<file path="src/rtl/riscv_pkg.sv">
// Shared RISC-V definitions used by the fetch stage and the decode controller.
//   fetch_state_t : fetch FSM encoding
//   NOP_INSTR     : canonical NOP (addi x0,x0,0)
//   OPC_*         : major opcodes
//   *_MSB/*_LSB   : instruction field positions
package riscv_pkg;

  typedef enum logic [1:0] {
    IDLE  = 2'd0,
    REQ   = 2'd1,
    VALID = 2'd2,
    FAULT = 2'd3
  } fetch_state_t;

  localparam logic [31:0] NOP_INSTR = 32'h0000_0013;

  localparam logic [6:0] OPC_LUI    = 7'b0110111;
  localparam logic [6:0] OPC_AUIPC  = 7'b0010111;
  localparam logic [6:0] OPC_JAL    = 7'b1101111;
  localparam logic [6:0] OPC_JALR   = 7'b1100111;
  localparam logic [6:0] OPC_BRANCH = 7'b1100011;
  localparam logic [6:0] OPC_LOAD   = 7'b0000011;
  localparam logic [6:0] OPC_STORE  = 7'b0100011;
  localparam logic [6:0] OPC_OPIMM  = 7'b0010011;
  localparam logic [6:0] OPC_OP     = 7'b0110011;
  localparam logic [6:0] OPC_SYSTEM = 7'b1110011;

  localparam int OPCODE_MSB = 6;
  localparam int OPCODE_LSB = 0;
  localparam int FUNCT3_MSB = 14;
  localparam int FUNCT3_LSB = 12;
  localparam int FUNCT7_MSB = 31;
  localparam int FUNCT7_LSB = 25;

endpackage

</file>
<file path="src/rtl/fetch_unit.sv">
// Instruction fetch stage.
// Holds the PC, fetches one word per instruction over a req/ack memory port
// (variable latency), presents it to decode with a valid/ready handshake and
// selects the next PC (sequential or branch target). A misaligned taken
// target parks the block in FAULT until reset.
//   clk, reset            : clock, async active-high reset
//   imem_req/addr         : fetch request and address (= pc)
//   imem_rdata/ack        : one-cycle response
//   instr_ready           : decode consumed the instruction
//   pcsrc, branch_target  : next-PC select, sampled only on consume
//   instr, instr_valid, pc: instruction register, valid flag, its address
//   opcode/funct3/funct7  : field slices of instr
//   fault                 : sticky misaligned-target flag
//   retired               : consumed instruction count (wraps)
module fetch_unit #(
  parameter logic [31:0] RESET_PC  = 32'h0000_0000,
  parameter logic [31:0] NOP_INSTR = riscv_pkg::NOP_INSTR
) (
  input  logic        clk,
  input  logic        reset,
  output logic        imem_req,
  output logic [31:0] imem_addr,
  input  logic [31:0] imem_rdata,
  input  logic        imem_ack,
  input  logic        instr_ready,
  input  logic        pcsrc,
  input  logic [31:0] branch_target,
  output logic [31:0] instr,
  output logic        instr_valid,
  output logic [31:0] pc,
  output logic [6:0]  opcode,
  output logic [2:0]  funct3,
  output logic [6:0]  funct7,
  output logic        fault,
  output logic [31:0] retired
);
  import riscv_pkg::*;

  fetch_state_t state_q, state_d;
  logic [31:0]  pc_q, pc_d;
  logic [31:0]  instr_q, instr_d;
  logic [31:0]  retired_q, retired_d;
  logic [31:0]  next_pc;
  logic         misaligned;

  always_ff @(posedge clk or posedge reset) begin
    if (reset) begin
      state_q   <= IDLE;
      pc_q      <= RESET_PC;
      instr_q   <= NOP_INSTR;
      retired_q <= '0;
    end else begin
      state_q   <= state_d;
      pc_q      <= pc_d;
      instr_q   <= instr_d;
      retired_q <= retired_d;
    end
  end

  // Natural 32-bit wrap on the sequential path.
  assign next_pc    = pcsrc ? branch_target : pc_q + 32'd4;
  assign misaligned = pcsrc && (branch_target[1:0] != 2'b00);

  always_comb begin
    state_d   = state_q;
    pc_d      = pc_q;
    instr_d   = instr_q;
    retired_d = retired_q;
    unique case (state_q)
      IDLE: state_d = REQ;
      REQ: begin
        if (imem_ack) begin
          instr_d = imem_rdata;
          state_d = VALID;
        end
      end
      VALID: begin
        if (instr_ready) begin
          retired_d = retired_q + 32'd1;
          // A bad target is not loaded into pc, so pc still names the
          // instruction that caused the fault.
          if (misaligned) begin
            state_d = FAULT;
          end else begin
            pc_d    = next_pc;
            state_d = REQ;
          end
        end
      end
      FAULT: state_d = FAULT;
      default: state_d = IDLE;
    endcase
  end

  assign imem_req    = (state_q == REQ);
  assign instr_valid = (state_q == VALID);
  assign fault       = (state_q == FAULT);
  assign imem_addr   = pc_q;
  assign pc          = pc_q;
  assign instr       = instr_q;
  assign retired     = retired_q;
  assign opcode      = instr_q[OPCODE_MSB:OPCODE_LSB];
  assign funct3      = instr_q[FUNCT3_MSB:FUNCT3_LSB];
  assign funct7      = instr_q[FUNCT7_MSB:FUNCT7_LSB];

endmodule

</file>
<file path="config.mk">
export PLATFORM = sky130hd
export DESIGN_NAME = fetch_unit
export DESIGN_NICKNAME = d
export VERILOG_FILES = /design/src/rtl/riscv_pkg.sv /design/src/rtl/fetch_unit.sv
export SDC_FILE = /design/constraint.sdc
export NUM_CORES = 1
export LEC_CHECK = 0
export BUFFER_PORTS_ARGS = -buffer_cell sky130_fd_sc_hd__clkbuf_2
export CAP_MARGIN = 20
export CORE_UTILIZATION = 52
export CTS_CLUSTER_SIZE = 24
export DETAILED_ROUTE_END_ITERATION = 10
export GPL_ROUTABILITY_DRIVEN = 0
export PLACE_DENSITY = 0.84
export SYNTH_ARGS = -nofsm -noshare
export SYNTH_HDL_FRONTEND = slang
export SYNTH_SLANG_ARGS = --single-unit
</file>
<file path="constraint.sdc">
create_clock -name clk -period 6.1 [get_ports clk]
set_clock_uncertainty 0.1 [all_clocks]
set_input_delay 1.22 -clock clk [delete_from_list [all_inputs] [get_ports clk]]
set_output_delay 1.22 -clock clk [all_outputs]
set_load 0.005 [all_outputs]
</file>
==> metrics <==
WL met1=around 5000 µm; flop2flop setup slack=about 3.3 ns; Port Buf Inserts=216; Post-Synthesis Cell Area=5010 µm²; Final WS setup=2.61 ns; share of layout cells above drive strength 1=43.3%; status=complete, no violations; Seq cells post-synth=roughly 100; Site Rows=35; Die W=between 100 and 150 µm; crit path max fanout=26; post-CTS setup buffer count=0; Setup Viol. Count Final=0; max-slew violation count=0; crit path launch type=input pin; GRT overflow=0; fin crit period=between 3 and 4 ns; Fin Setup TNS=0 ns; slew margin rel.=45.0%; Finished Layout Cells=around 770; Inserted Clock Buffers=9; cts hold-fix bufs=0; Register Area=2460 µm²; TritonRoute pass-1 iters=4; critical path type=input pin to register; hold slack=between 0.3 and 0.4 ns; worst-margin pin slew=between 0.8 and 0.9 ns; sequential share of the synthesized area=around half; Place WS=~2.3 ns; post_cts resized=0; achievable frequency=around 290 MHz; Post-synth EDFFs=0; syn_area_per_cell=10.7 µm²; Iter 0 DRT Violations=95; die area=10000 µm²; total core area=between 9000 and 10000 µm²; most frequent cells in the layout=216 x clkbuf_2, 95 x dfrtp_1, 33 x mux2_2; commonest non-fill, non-tap cell in the layout=clkbuf_2; CTS root buf=clkbuf_8; Min-Delay Path Class=register to register; H-tree levels=3; CTS tree=yes; HPWL Detailed=between 9000 and 10000 µm; YS warnings=0; vias per inst=around 5.5; vias in the first global route=3900; Sink Count=98; PwrDens=approximately 280 nW/µm²; max_cap viols=0; RSZ-0062 raised after global routing=false; area occupied by multi-input gates=2100 µm²; crit path DAT=3.61 ns; Clock Tree Buf Depth=2; Detailed Route WL=between 10000 and 15000 µm; Yosys cell types=50; DRC Markers=0; all-layer global routing usage=around 24%; wire per inst=~16 µm; initial antenna violation count=0; fill count=slightly below 800; met2 routed wirelength=6220 µm; # diodes=0; clk_lat worst skew=about 0.36 ns; vias post-DR=~4300; post-synth net total=between 500 and 600; Chip Height=approximately 100 µm; CP Capture Type=register; routed wire length on met3=roughly 830 µm; final worst path period share=57.2%; Initial Utilization=a little over half; Worst Path Required=6.22 ns; ANT nets after route=0; Peak supply drop=around 0.13 mV; Worst-path clk slew=0.10 ns; uppermost routed layer=met4; leakage=~3.0 nW; Placed Cells=about 750; first-pass GRT wire length=about 19000 µm; nets@finish=a little over 700; Async S/R FF share, synth=100%; P&R area growth vs syn=20.4%; pin count of the biggest net entering global routing=between 50 and 60; Final Util=between 60 and 70%; final hold viol count=0; most used flip-flop cell after synthesis=dfrtp_1; synthesized instance count=468; I/O Pins=approximately 220
## stage by stage
stage          instance area, µm²  total power [W]
3_3_place_gp                 5850          0.00130
6_report                     6030          0.00170
2_1_floorplan                5010          0.00115
3_5_place_dp                 5850          0.00133
4_1_cts                      6030          0.00172
5_1_grt                      6030          0.00181
## registers in the layout (all words and copies together) (netlist names)
| name | count |
|---|---|
| state_q | 2 |
| retired | 32 |
| imem_addr | 32 |
| instr | 32 |
## critical path, stage by stage
cell and delay, ns:
clkbuf_2 0.33, o21ai_0 0.32, nand2_1 0.59, nor2_2 0.76
mux2i_1 0.28, mux2i_1 0.10
## power by group
part	leakage, nW	internal [W]	switching [W]
Combinational	1.69	0.000243	0.000173
Sequential	1.23	0.000785	0.000104
Clock	0.0909	0.000157	0.000239
Total	3.01	0.00118	0.000516
## synthesized netlist by cell type (all sizes together), types with 2 or more instances
cell type	instances	share of area [%]
o21ai	13	1.3
a221o	4	0.80
o211ai	2	0.30
nand4	23	3.2
nand2b	2	0.25
xor2	6	1.0
mux2i	11	2.2
xnor2	26	4.5
nor2	24	1.8
and2	4	0.50
and4	8	1.4
mux2	34	7.6
buf	53	7.7
a221oi	2	0.35
dfstp	3	1.6
nor4	6	1.5
nand3	27	2.7
o22ai	13	1.6
a311oi	2	0.35
a22oi	4	0.60
inv	5	0.37
a31oi	3	0.37
nor3	6	0.60
a21o	2	0.30
a211oi	2	0.30
nand2	28	2.1
a21oi	19	1.9
a311o	2	0.40
clkbuf	12	0.90
dfrtp	95	47
ha	2	0.50
and3	12	1.5
or3	3	0.37
## layout make-up
type | count | share of cell area [%]
sequential | 98 | 40.7
multi-input combinational | 299 | 34.8
timing repair buffer | 219 | 18.3
tap | 129 | 2.68
clock buffer | 10 | 2.12
clock inverter | 6 | 0.934
inverter | 6 | 0.415
## worst paths after layout
| kind | from | endpoint | cells past startpoint |
|---|---|---|---|
| setup / recovery | pcsrc | imem_addr[30] | 6 |
| hold / removal | retired[31] | retired[31] | 1 |
| setup reg to reg | state_q[0] | imem_addr[30] | 5 |
| hold reg to reg | retired[31] | retired[31] | 1 |
| max in group asynchronous | reset | retired[5] | 3 |
| min in group asynchronous | reset | instr[14] | 2 |
## metal layers
metal  GRT usage (%)  up-vias
li1                -     1983
met1            31.6     2059
met2            40.9      198
met3            4.53       16
met4            8.58        0
met5               0        -
## logic make-up after synthesis
| family | share of synthesized area, % |
|---|---|
| flip-flops | 49.0 |
| multiplexers | 9.84 |
| AND/OR/NAND/NOR | 16.6 |
| AO/OA/AOI/OAI | 9.44 |
| adder cells (fa/ha/maj) | 0.500 |
| buffers and inverters | 9.02 |
| XOR/XNOR | 5.60 |
Power figures use the tool's default switching activity.
